<file path="src/rtl/hidden_layer_sequencer.sv">
// Hidden-layer sequencer: steps one neuron at a time through a shared MAC.
// For each neuron it clears the MAC, streams input/weight addresses, then
// adds the bias, applies ReLU with saturation and writes the 8-bit activation.
module hidden_layer_sequencer #(
    parameter int unsigned N_IN     = 30,
    parameter int unsigned N_NEURON = 10,
    parameter int unsigned ACCW     = 20,
    parameter int unsigned SHIFT    = 4,
    localparam int unsigned IN_AW   = (N_IN > 1) ? $clog2(N_IN) : 1,
    localparam int unsigned W_AW    = (N_IN * N_NEURON > 1) ? $clog2(N_IN * N_NEURON) : 1,
    localparam int unsigned N_AW    = (N_NEURON > 1) ? $clog2(N_NEURON) : 1,
    localparam int unsigned DW      = 8
) (
    input  logic                   clk,
    input  logic                   rst,
    input  logic                   start,
    output logic                   busy,
    output logic                   done,
    output logic [IN_AW-1:0]       in_addr,
    output logic [W_AW-1:0]        w_addr,
    output logic [N_AW-1:0]        bias_sel,
    input  logic signed [DW-1:0]   bias,
    output logic                   mac_clr,
    output logic                   mac_en,
    input  logic signed [ACCW-1:0] mac_acc,
    output logic                   out_we,
    output logic [N_AW-1:0]        out_addr,
    output logic [DW-1:0]          out_data
);

    localparam int unsigned SUMW = ACCW + 1;
    localparam logic signed [SUMW-1:0] SAT_MAX = SUMW'(127);

    typedef enum logic [2:0] {
        S_IDLE,
        S_CLEAR,
        S_MAC,
        S_DRAIN,
        S_WRITE,
        S_DONE
    } state_t;

    state_t            state_q;
    logic [N_AW-1:0]   n_q;
    logic [IN_AW-1:0]  i_q;
    logic              busy_q;
    logic              done_q;
    logic              mac_clr_q;
    logic              mac_en_q;
    logic              out_we_q;
    logic [IN_AW-1:0]  in_addr_q;
    logic [W_AW-1:0]   w_addr_q;
    logic [N_AW-1:0]   bias_sel_q;
    logic [N_AW-1:0]   out_addr_q;

    logic signed [SUMW-1:0] sum_c;
    logic signed [SUMW-1:0] r_c;
    logic [DW-1:0]          act_c;

    // Layer control FSM; every control output is registered alongside the state it belongs to.
    always_ff @(posedge clk) begin
        if (rst) begin
            state_q    <= S_IDLE;
            n_q        <= '0;
            i_q        <= '0;
            busy_q     <= 1'b0;
            done_q     <= 1'b0;
            mac_clr_q  <= 1'b0;
            mac_en_q   <= 1'b0;
            out_we_q   <= 1'b0;
            in_addr_q  <= '0;
            w_addr_q   <= '0;
            bias_sel_q <= '0;
            out_addr_q <= '0;
        end else begin
            mac_clr_q <= 1'b0;
            mac_en_q  <= 1'b0;
            out_we_q  <= 1'b0;
            done_q    <= 1'b0;
            case (state_q)
                S_IDLE: begin
                    if (start) begin
                        state_q    <= S_CLEAR;
                        busy_q     <= 1'b1;
                        mac_clr_q  <= 1'b1;
                        i_q        <= '0;
                        bias_sel_q <= n_q;
                    end
                end
                S_CLEAR: begin
                    state_q   <= S_MAC;
                    in_addr_q <= i_q;
                    w_addr_q  <= W_AW'(n_q * N_IN);
                end
                S_MAC: begin
                    // Enable trails the issued address by the memory read latency.
                    mac_en_q <= 1'b1;
                    if (i_q == IN_AW'(N_IN - 1)) begin
                        state_q <= S_DRAIN;
                    end else begin
                        i_q       <= i_q + IN_AW'(1);
                        in_addr_q <= i_q + IN_AW'(1);
                        w_addr_q  <= w_addr_q + W_AW'(1);
                    end
                end
                S_DRAIN: begin
                    state_q    <= S_WRITE;
                    out_we_q   <= 1'b1;
                    out_addr_q <= n_q;
                end
                S_WRITE: begin
                    if (n_q == N_AW'(N_NEURON - 1)) begin
                        state_q <= S_DONE;
                        done_q  <= 1'b1;
                    end else begin
                        state_q    <= S_CLEAR;
                        n_q        <= n_q + N_AW'(1);
                        i_q        <= '0;
                        mac_clr_q  <= 1'b1;
                        bias_sel_q <= n_q + N_AW'(1);
                    end
                end
                S_DONE: begin
                    state_q <= S_IDLE;
                    busy_q  <= 1'b0;
                    n_q     <= '0;
                end
                default: begin
                    state_q <= S_IDLE;
                end
            endcase
        end
    end

    // Bias add, fixed-point rescale, ReLU and clamp to 0..127; the accumulator
    // only holds the final product during WRITE, so this is read straight from it.
    always_comb begin
        sum_c = SUMW'(mac_acc) + (SUMW'(bias) <<< SHIFT);
        r_c   = sum_c >>> SHIFT;
        act_c = '0;
        if (r_c[SUMW-1]) begin
            act_c = '0;
        end else if (r_c > SAT_MAX) begin
            act_c = DW'(127);
        end else begin
            act_c = r_c[DW-1:0];
        end
    end

    assign busy     = busy_q;
    assign done     = done_q;
    assign mac_clr  = mac_clr_q;
    assign mac_en   = mac_en_q;
    assign in_addr  = in_addr_q;
    assign w_addr   = w_addr_q;
    assign bias_sel = bias_sel_q;
    assign out_addr = out_addr_q;
    // A write coinciding with a reset request is suppressed.
    assign out_we   = out_we_q & ~rst;
    assign out_data = out_we ? act_c : '0;

endmodule
</file>
<file path="config.mk">
export PLATFORM = sky130hd
export DESIGN_NAME = hidden_layer_sequencer
export DESIGN_NICKNAME = d
export VERILOG_FILES = /design/src/rtl/hidden_layer_sequencer.sv
export SDC_FILE = /design/constraint.sdc
export NUM_CORES = 1
export LEC_CHECK = 0
export ABC_AREA = 1
export CAP_MARGIN = 20
export CELL_PAD_IN_SITES_DETAIL_PLACEMENT = 0
export CELL_PAD_IN_SITES_GLOBAL_PLACEMENT = 1
export CORE_MARGIN = 8
export CORE_UTILIZATION = 37
export CTS_CLUSTER_DIAMETER = 150
export DETAILED_ROUTE_END_ITERATION = 8
export GPL_ROUTABILITY_DRIVEN = 1
export GPL_TIMING_DRIVEN = 1
export PLACE_DENSITY = 0.88
export SYNTH_ARGS = -nofsm -noshare
export SYNTH_HDL_FRONTEND = slang
export SYNTH_SLANG_ARGS = --single-unit
</file>
<file path="constraint.sdc">
create_clock -name clk -period 3.5 [get_ports clk]
set_clock_uncertainty 0.1 [all_clocks]
set_input_delay 0.7 -clock clk [delete_from_list [all_inputs] [get_ports clk]]
set_output_delay 0.7 -clock clk [all_outputs]
set_load 0.005 [all_outputs]
</file>
Yosys cells after proc, flatten, opt, wreduce, memory -nomap -nowiden:

Index checks and enable logic that the tools add are counted.
Widths: inputs -> output; s select.

* flip-flop bits (word level): 39
* input port bits: 31
* output and inout port bits: 35
* logic and storage cells: 71

* add/subtract/negate cells: 4
* multipliers: 1
* order comparisons: 1
* equal/unequal tests: 11
* muxes and demuxes: 26
* bitwise logic cells: 3
* reductions and logical operators: 13

Operators with widths (count)
* $mux 8: 3
* $add 20x12->21: 1
* $pmux 9 s2: 1
* $gt 17x8->1 const B: 1
* $pmux 4 s2: 2
* $mux 5: 3
* $pmux 3 s5: 1
* $pmux 5 s3: 1
* $pmux 5 s2: 1
* $add 9x1->9 const B: 1
* $mux 3: 3
* $mux 9: 1
* $mul 4x4->8 const B: 1
* $mux 4: 2
* $ne 2x2->1 const B: 4
* $reduce_and 2->1: 4
* $reduce_bool 2->1: 4
* $eq 3x2->1 const B: 2
* $eq 3x3->1 const B: 2
* $mux 1: 6
* $add 5x1->5 const B: 1
* $eq 5x5->1 const B: 1
* $add 4x1->4 const B: 1
* $eq 4x4->1 const B: 1
* other kinds (9): 11

Longest topological paths before layout:

* depth after elaboration: 5
* gate-level depth with buffers: 16
* mapped depth without buffers: 16

Worst setup path after synthesis:

OpenSTA, ideal clock, no wires.

* path type: input -> output
* start point: in bias[0]
* end point: out out_data[0]
* arrival time: 2.312 ns
* data required time: 2.700 ns
* path slack: 0.388 ns
* cell stages on the path: 14
* buffers on the path: 0
* cell sequence: ha_1 -> inv_1 -> fa_1 -> inv_1 -> nand3_2 -> nand3_2 -> nand2_2 -> nand2_2 -> nand3_2 -> nand2_2 -> nand3_2 -> a22oi_4 -> nand2_4 -> nor2_1

* longest elaborated chain between the ends: 5

RTL lines
* from (decl): line 22 `input logic signed [DW-1:0] bias,`
* $add 20x12->21 (*): line 138 `sum_c = SUMW'(mac_acc) + (SUMW'(bias) <<< SHIFT);`
* $gt 17x8->1: line 143 `end else if (r_c > SAT_MAX) begin`
* $mux 8: line 143
* $mux 8 (*): line 141 `if (r_c[SUMW-1]) begin`
* $mux 8 (*): line 160 `assign out_data = out_we ? act_c : '0;`
* to (decl): line 28 `output logic [DW-1:0] out_data`

Mark *: on every way between the ends. The rest lies on a longest branch, timed or not.

Final worst setup path:

* start point: in mac_acc[17]
* end point: out out_data[6]

* longest elaborated chain between the ends: 5

RTL lines
* from (decl): line 25 `input logic signed [ACCW-1:0] mac_acc,`
* $add 20x12->21 (*): line 138
* $gt 17x8->1: line 143
* $mux 8: line 143
* $mux 8 (*): line 141
* $mux 8 (*): line 160

Marks and branches as above.

==> out/qor.txt <==
status = completed
Pleak = 2.232 nW
asr flop ratio synth = 0%
CTS clk-pin slew, worst paths = 0.08 ns
Via density = 4.970
RSZ-0062 raised after global routing = true
WL final = 9560 um
Synth-to-Final Area Change = 43.26%
CP startpoint kind = input port
Crit. End Element = output port
crit share post-route = 98.28%
post-synth top area share = 23.56%
later-pin clock latency in the skew report = 0.29 ns
Worst path most repeated cell = nand2_1
drc violations = 0
Synth cell types = 44
Post-Syn Nets = 559
H-tree depth reported by CTS = 2
RePlAce Congestion = 0.8613
nets@finish = 665
final hold violations = 0
Yosys Warn Count = 0
GRT Total Usage = 14.49%
Tmin final = 3.440 ns
# setup viols final = 0
maximum clock frequency = 290.7 MHz
CTS tree = built
die width = 110.6 um
WP data required = 2.70 ns
most frequent cell after synthesis = nand2_1
die height = 110.6 um
vias in the first global route = 3,379
post-synthesis register bit count = 39
first-pass GRT wire length = 15,510 um
CP arrival = 2.64 ns
vias = 3,499
Starting Density = 38.01%
Die Area = 12,240 um^2
peak supply drop = 0.2675 mV
Post-Syn Area = 3314 um^2
cell area after layout = 4748 um^2
worst slew pin tran = 0.9424 ns
CP max stage cell = clkdlybuf4s50_1
Avg Cell Area, Syn = 6.778 um^2
Synth Flop Type = dfxtp_1
Site Rows = 34
GR Overflow Total = 0
Detail Route Antenna Nets = 0
Max FO, Critical Path = 4
Seq/Total Area, Yosys = 23.56%
WHS = 0.3850 ns
Final Power = 1.604 mW
initial antenna violation count = 0
PwrDens = 337.8 nW/um^2
n_diodes = 0
pins over their slew limit = 0
Hold Path Class = register to register
I/O pins = 66
clk root buf = clkbuf_8
most frequent cells after synthesis = 114 x nand2_1, 74 x inv_1, 39 x dfxtp_1
CTS Buf Count = 5
top cell type by total area after synthesis = dfxtp_1
mean routed wirelength per cell = 13.58 um
largest net degree at the start of global routing = 22
CP Cell Sequence = clkdlybuf4s50_1 -> ha_4 -> nand2_1 -> nor2_2 -> nand2_1 -> nand2_1 -> nor2_2 -> nand2_1 -> nand2_1 -> nand3_2 -> nor2_4 -> nand2_4 -> nand2_4 -> buf_4 -> a21oi_2 -> buf_2
Max clock buf depth = 2
port bufs = 60
CTS Hold Bufs = 0
top post-synthesis cells by area = dfxtp_1 24%, nand2_1 13%, ha_1 12%
Slew headroom = 36.69%
Post-synth EDFFs = 0
placed cell areas = 4227 um^2
Max-Cap Viols = 0
critical path type = input port to output port
clock sinks = 39
Crit path largest cell delay = 0.45 ns
synthesized instance count = 489
hpwl dp = 6961 um
Final Core Density = 54.45%
layout cells sized above 1 = 27.18%
TritonRoute pass-1 iters = 4
Iter 0 DRT Violations = 157
CORE AREA = 8721 um^2
==> logic make-up after synthesis <==
logic type	count (synthesis)	share of synthesized area, %
and+or+nand+nor	208	28.92
AOI/OAI and AO/OA	101	18.46
buffers and inverters	93	10.76
adders and majority gates	39	16.08
DFF	39	23.56
xor gates and xnor gates	8	2.114
other	1	0.1131
==> worst max-delay path: cells and delay by family <==
family / cells / cell delay [ns]
AOI/OAI and AO/OA: 1 / 0.11
adders and majority gates: 1 / 0.31
buffers and inverters: 3 / 0.71
and+or+nand+nor: 11 / 0.83
==> power breakdown <==
| part | internal [mW] | leakage [nW] | switching, mW |
|---|---|---|---|
| Sequential | 0.515 | 0.320 | 0.0606 |
| Clock | 0.136 | 0.0477 | 0.156 |
| Combinational | 0.352 | 1.87 | 0.385 |
==> cells in the final DEF, fill, tap and decap left out, types with 7 or more instances in the layout <==
cell,instances
ha_4,14
inv_2,13
a21oi_1,32
dfxtp_1,39
ha_1,19
inv_1,70
nor2_1,24
clkdlybuf4s50_1,32
a21oi_2,15
buf_4,43
nand2_1,101
a31oi_1,8
buf_6,7
o21ai_0,27
dlygate4sd2_1,16
nand3_2,8
nand2_2,18
nand2_4,7
nand3_1,19
==> stage by stage <==
stage	setup slack (ns)	TNS (ns)	instances
after global placement	-0.6907	-4.774	677
final	0.06019	0	704
after floorplan	0.3883	0	489
after detailed placement	-0.7244	-4.896	677
after global routing	-0.06033	-0.2727	704
after CTS	0.008654	0	699
==> area by class of cell <==
cell class / instances / area [um^2]
inverter: 84 / 315.3
clock inverter: 3 / 15.01
sequential: 39 / 780.7
tap: 108 / 135.1
clock buffer: 5 / 68.82
multi-input combinational: 357 / 2509
fill: 801 / 3973
timing repair buffer: 108 / 924.6
==> metal layers <==
| layer | global-route usage (%) | vias to the layer above | routed length, um |
|---|---|---|---|
| met3 | 3.030 | 9 | 406 |
| met5 | 0 | - | 0 |
| li1 | - | 1801 | - |
| met4 | 3.694 | 0 | 95 |
| met2 | 25.56 | 70 | 4774 |
| met1 | 17.29 | 1619 | 4284 |
==> timing repair <==
item	4_1_cts	5_1_grt
gates resized for setup	101	28
setup endpoints to repair	7	7
pin swaps	26	18
setup buffers	14	5
==> path summary, 6_finish.rpt <==
| kind | depth (start not counted) | from | endpoint | slack (ns) |
|---|---|---|---|---|
| max | 16 | mac_acc[17] | out_data[6] | 0.06 |
| min | 2 | busy | busy | 0.38 |
| max reg2reg | 12 | n_q[0] | w_addr[7] | 0.54 |
| min reg2reg | 2 | busy | busy | 0.38 |
==> registers in the layout, indices dropped and copies added, names as in the netlist, 3 cells and up <==
signal / flops
in_addr: 5
n_q: 4
out_addr: 4
i_q: 5
w_addr: 9
bias_sel: 4
state_q: 3
(Power assumes the default switching activity.)
